## config.mk

```make
export PLATFORM = sky130hd
export DESIGN_NAME = doodle_jump_ctrl
export DESIGN_NICKNAME = d
export VERILOG_FILES = /design/src/rtl/doodle_jump_ctrl.sv
export SDC_FILE = /design/constraint.sdc
export NUM_CORES = 1
export LEC_CHECK = 0
export ABC_AREA = 1
export CORE_UTILIZATION = 60
export CTS_CLUSTER_SIZE = 16
export DETAILED_ROUTE_END_ITERATION = 10
export DONT_BUFFER_PORTS = 1
export HOLD_SLACK_MARGIN = 0.12
export PLACE_DENSITY = 0.87
export SLEW_MARGIN = 20
export SYNTH_ARGS = -nofsm -noshare
export SYNTH_HDL_FRONTEND = slang
export SYNTH_SLANG_ARGS = --single-unit
```

## constraint.sdc

```tcl
create_clock -name Clk -period 5.1 [get_ports Clk]
set_input_delay 0.51 -clock Clk [delete_from_list [all_inputs] [get_ports Clk]]
set_output_delay 0.51 -clock Clk [all_outputs]
set_load 0.1 [all_outputs]
```

## src/rtl/doodle_jump_ctrl.sv

```systemverilog
// Game-side controller for the doodle jump core: launches jumps, tracks absolute
// height, detects landings on higher platforms, keeps score and declares game over.
module doodle_jump_ctrl #(
    parameter logic [7:0] JUMP_H  = 8'd40,
    parameter int         TIMEOUT = 16
) (
    input  logic        Clk,
    input  logic        reset,
    input  logic        Game_Start,
    input  logic        q_I,
    input  logic        q_Up,
    input  logic        q_Down,
    input  logic        q_Done,
    input  logic [7:0]  Curr,
    input  logic        Plat_Valid,
    input  logic [9:0]  Plat_Y,
    input  logic        Floor_Valid,
    output logic        Start,
    output logic        Ack,
    output logic [7:0]  Jin,
    output logic        Core_Rst,
    output logic [9:0]  Y_pos,
    output logic [15:0] Score,
    output logic        Game_Over,
    output logic        Fault
);

    localparam int CW = $clog2(TIMEOUT + 1);

    typedef enum logic [2:0] {
        S_IDLE, S_LAUNCH, S_AIR, S_LAND, S_ACK, S_RESYNC, S_OVER
    } state_t;

    state_t        state_q, state_d;
    logic [CW-1:0] tmo_q;
    logic [9:0]    base_q;
    logic [9:0]    plat_q;
    logic [15:0]   score_q;
    logic          fault_q;

    logic [3:0]    q_vec;
    logic          one_hot;
    logic          tmo_hit;
    logic [10:0]   y_sum;
    logic          land_hit;
    logic [9:0]    climb;
    logic [16:0]   score_sum;

    assign q_vec   = {q_Done, q_Down, q_Up, q_I};
    assign one_hot = $onehot(q_vec);
    assign tmo_hit = (tmo_q == CW'(TIMEOUT - 1));
    assign y_sum   = {1'b0, base_q} + {3'b000, Curr};

    // The match uses the unsaturated sum so a wrapped height can never alias a platform.
    assign land_hit = q_Down && one_hot && Plat_Valid &&
                      (Plat_Y > base_q) && (y_sum == {1'b0, Plat_Y});

    assign climb     = plat_q - base_q;
    assign score_sum = {1'b0, score_q} + {7'd0, climb};

    always_comb begin
        state_d = state_q;
        case (state_q)
            S_IDLE:   if (Game_Start) state_d = S_LAUNCH;
            S_LAUNCH: begin
                if (q_Up)         state_d = S_AIR;
                else if (tmo_hit) state_d = S_RESYNC;
            end
            S_AIR: begin
                if (!one_hot)     state_d = S_RESYNC;
                else if (land_hit) state_d = S_LAND;
                else if (q_Done)  state_d = S_ACK;
            end
            S_LAND:   state_d = S_LAUNCH;
            S_ACK: begin
                if (q_I)          state_d = Floor_Valid ? S_LAUNCH : S_OVER;
                else if (tmo_hit) state_d = S_RESYNC;
            end
            S_RESYNC: state_d = S_LAUNCH;
            S_OVER:   if (Game_Start) state_d = S_LAUNCH;
            default:  state_d = S_IDLE;
        endcase
    end

    always_ff @(posedge Clk or posedge reset) begin
        if (reset) begin
            state_q <= S_IDLE;
            tmo_q   <= '0;
        end else begin
            state_q <= state_d;
            if (state_d != state_q)
                tmo_q <= '0;
            else if (tmo_q != CW'(TIMEOUT))
                tmo_q <= tmo_q + 1'b1;
        end
    end

    always_ff @(posedge Clk or posedge reset) begin
        if (reset) begin
            base_q  <= '0;
            plat_q  <= '0;
            score_q <= '0;
            fault_q <= 1'b0;
        end else begin
            case (state_q)
                S_IDLE, S_OVER: begin
                    if (Game_Start) begin
                        base_q  <= '0;
                        score_q <= '0;
                        fault_q <= 1'b0;
                    end
                end
                S_AIR:    if (land_hit) plat_q <= Plat_Y;
                S_LAND: begin
                    base_q  <= plat_q;
                    score_q <= score_sum[16] ? 16'hFFFF : score_sum[15:0];
                end
                S_RESYNC: fault_q <= 1'b1;
                default: ;
            endcase
        end
    end

    assign Start     = (state_q == S_LAUNCH);
    assign Ack       = (state_q == S_ACK);
    assign Jin       = JUMP_H;
    assign Core_Rst  = reset || (state_q == S_LAND) || (state_q == S_RESYNC);
    assign Y_pos     = y_sum[10] ? 10'd1023 : y_sum[9:0];
    assign Score     = score_q;
    assign Game_Over = (state_q == S_OVER);
    assign Fault     = fault_q;

endmodule

```

==> metrics.txt <==
Final TNS setup=0 ns; root buf cell=clkbuf_8; row cnt=29; Fmax=248 MHz; Worst Path Arrival=4.26 ns; CP max stage cell=dfrtp_1; Setup Crit Path Kind=reg -> reg; Post-Syn Area=between 0.004 and 0.005 mm^2; post-synth top area share=between 20% and 30%; Setup-failing EPs final=0; RSZ-0062 raised after global routing=no; clk_lat worst skew=around 0.31 ns; most common cell after layout, fill and taps aside=nand2_1; most numerous cell on the critical path=nand2_1; initial core utilization=63.3%; Routed WL per cell=about 14 um; Synth area leader=dfrtp_1; largest net degree at the start of global routing=47; CP Capture Type=register; CP max FO=9; DR vias=3790; failing checks=design-rule violations; Crit path largest cell delay=between 0.3 and 0.4 ns; Die Y=roughly 85 um; Bufs and invs on worst path=3; Cell Chain, Critical Path=inv_1 -> ha_1 -> a21oi_1 -> o21ai_0 -> a21oi_1 -> nor2_1 -> o21ai_0 -> nand2_1 -> xnor2_1 -> inv_1 -> ha_1 -> nand2_1 -> nor3_1 -> nand2_1 -> o211ai_1 -> a21oi_1 -> o21bai_1 -> nand2_1 -> nor2_1 -> nand2_1 -> inv_2 -> o21ai_0 -> o21ai_1; post-route ant nets=0; GRT overflow=0; die area=0.00719 mm^2; count of max-cap constraint violations=0; Post-CTS Setup Repair Bufs=0; TritonRoute pass-1 iters=9; Tightest Pin Transition=~1.1 ns; # hold bufs at CTS=0; post-layout util=66.3%; Async SR Flop Fraction=100%; Slew HR=about a quarter; CP Launch Type=register; H-tree level count=2; gpl congestion=0.929; post-synthesis sequential area ratio=between 20% and 30%; Synth Register Bits=45; post-CTS sizing=0; Post-Synthesis Cells=591; Synthesis Warnings=0; DP Wirelength=7.34 mm; vias per cell=5.69; gr usage total=between 20 and 30%; vias in the first global route=3563; total wire length=9.45 mm; placed cells=659; Fin Hold WS=0.296 ns; Hold Crit Class=in -> async; CTS sink count=45; Hold Vio Cnt, Final=0; EDFF count, synth=0; crit path time final=roughly 4.0 ns; final period utilization=79.2%; Synth Area per Inst=6.96 um^2; DRT iter0 DRCs=roughly 300; Top Ports=between 60 and 70; highest-count cells in the layout ignoring fill and taps=nand2_1, inv_1, nand3_1; Syn-to-layout area delta=4.62%; WP data required=approximately 5.3 ns; status=finished with violations; CP top delay family=compound AO/OA/AOI/OAI gates; count of input and output buffers=0; clock slew at reported path FFs=around 0.090 ns; # DRC=5; fillers=543; Worst Skew=~0.01 ns; Slew Limit Fails=0; Core Area=0.00649 mm^2; final non-filler cell total=666; diodes inserted=0; initial antenna violation count=0; Unique masters post-synth=between 40 and 50; die span in x=84.8 um; global-route wire length before repair=between 15 and 20 mm; share of layout cells above drive strength 1=8.49%; # nets final=around 660; Synth area leaders=dfrtp_1, nand2_1, ha_1; clk buf depth=2; CTS tree=yes; CTS Buf Count=5; dominant synthesized flop cell=dfrtp_1
[metal layers]
| metal | up-vias | part of all wire, % | GRT usage [%] |
|---|---|---|---|
| met1 | 1742 | 42 | 32.4 |
| met3 | 23 | 6.5 | 6.49 |
| met4 | 0 | 2.0 | 9.86 |
| met2 | 145 | 49 | 48.8 |
| met5 | - | 0 | 0 |
| li1 | 1880 | - | - |
[flip-flops by register name (all words and copies together), names as in the netlist]
name and cells:
Fault 1, base_q 10, Score 16, state_q 3, tmo_q 5, plat_q 10
[Yosys cell counts, drive strengths merged, types with 2 or more instances]
cell	instances
a21boi	2
a21o	2
a21oi	22
buf	9
clkbuf	8
clkinv	2
conb	2
dfrtp	45
fa	4
ha	42
inv	107
nand2	154
nand3	50
nand3b	6
nand4	5
nor2	38
nor3	9
nor4	2
o211ai	2
o21ai	38
o21bai	4
o22ai	10
o31ai	2
or2	2
xnor2	6
xor2	13
[stage by stage]
step           cell area (um^2)  setup WS (ns)
2_1_floorplan              4140           1.28
3_3_place_gp               4200           1.37
6_report                   4300           1.06
3_5_place_dp               4200           1.21
5_1_grt                    4300          0.709
4_1_cts                    4300           1.12
[worst register-to-register path, stage by stage, from the launching register on]
cell and delay, ns:
dfrtp_1 0.37, inv_1 0.09, ha_1 0.36, a21oi_1 0.21, o21ai_0 0.09, a21oi_1 0.20, nor2_1 0.06, o21ai_0 0.15
nand2_1 0.11, xnor2_1 0.14, inv_1 0.05, ha_1 0.34, nand2_1 0.10, nor3_1 0.20, nand2_1 0.10, o211ai_1 0.13
a21oi_1 0.12, o21bai_1 0.17, nand2_1 0.13, nor2_1 0.19, nand2_1 0.21, inv_2 0.21, o21ai_0 0.10, o21ai_1 0.13
[cell type report]
class	instances	area (um^2)	share of cell area (%)
clock inverters	2	35.0	0.814
repair buffers	2	50.0	1.16
clock buffers	5	68.8	1.60
flip-flops and latches	45	1130	26.2
well taps	77	96.3	2.24
multi-input cells	426	2520	58.5
inverters	109	409	9.51
[final timing paths]
check                          start         to  slack (ns)  cells past startpoint
max reg2reg                base_q[2]  Score[11]        1.06                     23
max in group asynchronous      reset   Score[0]        4.22                      1
max                        base_q[2]  Score[11]        1.06                     23
min reg2reg                plat_q[0]  base_q[0]        0.58                      2
min                            reset  Score[14]        0.30                      1
min in group Clk           Plat_Y[3]  plat_q[3]        0.34                      2
[kinds of logic after synthesis]
logic type,after synthesis,synth area share (%)
simple gates,267,29.3
buf+inv,126,12.3
xor+xnor,19,4.05
other cells,2,0.183
compound gates,86,12.1
fa+ha+maj,46,14.7
flops,45,27.4
Power is left out: the tool's default activity adds up to more than one toggle a clock period on the data nets, which glitch-free logic cannot reach.
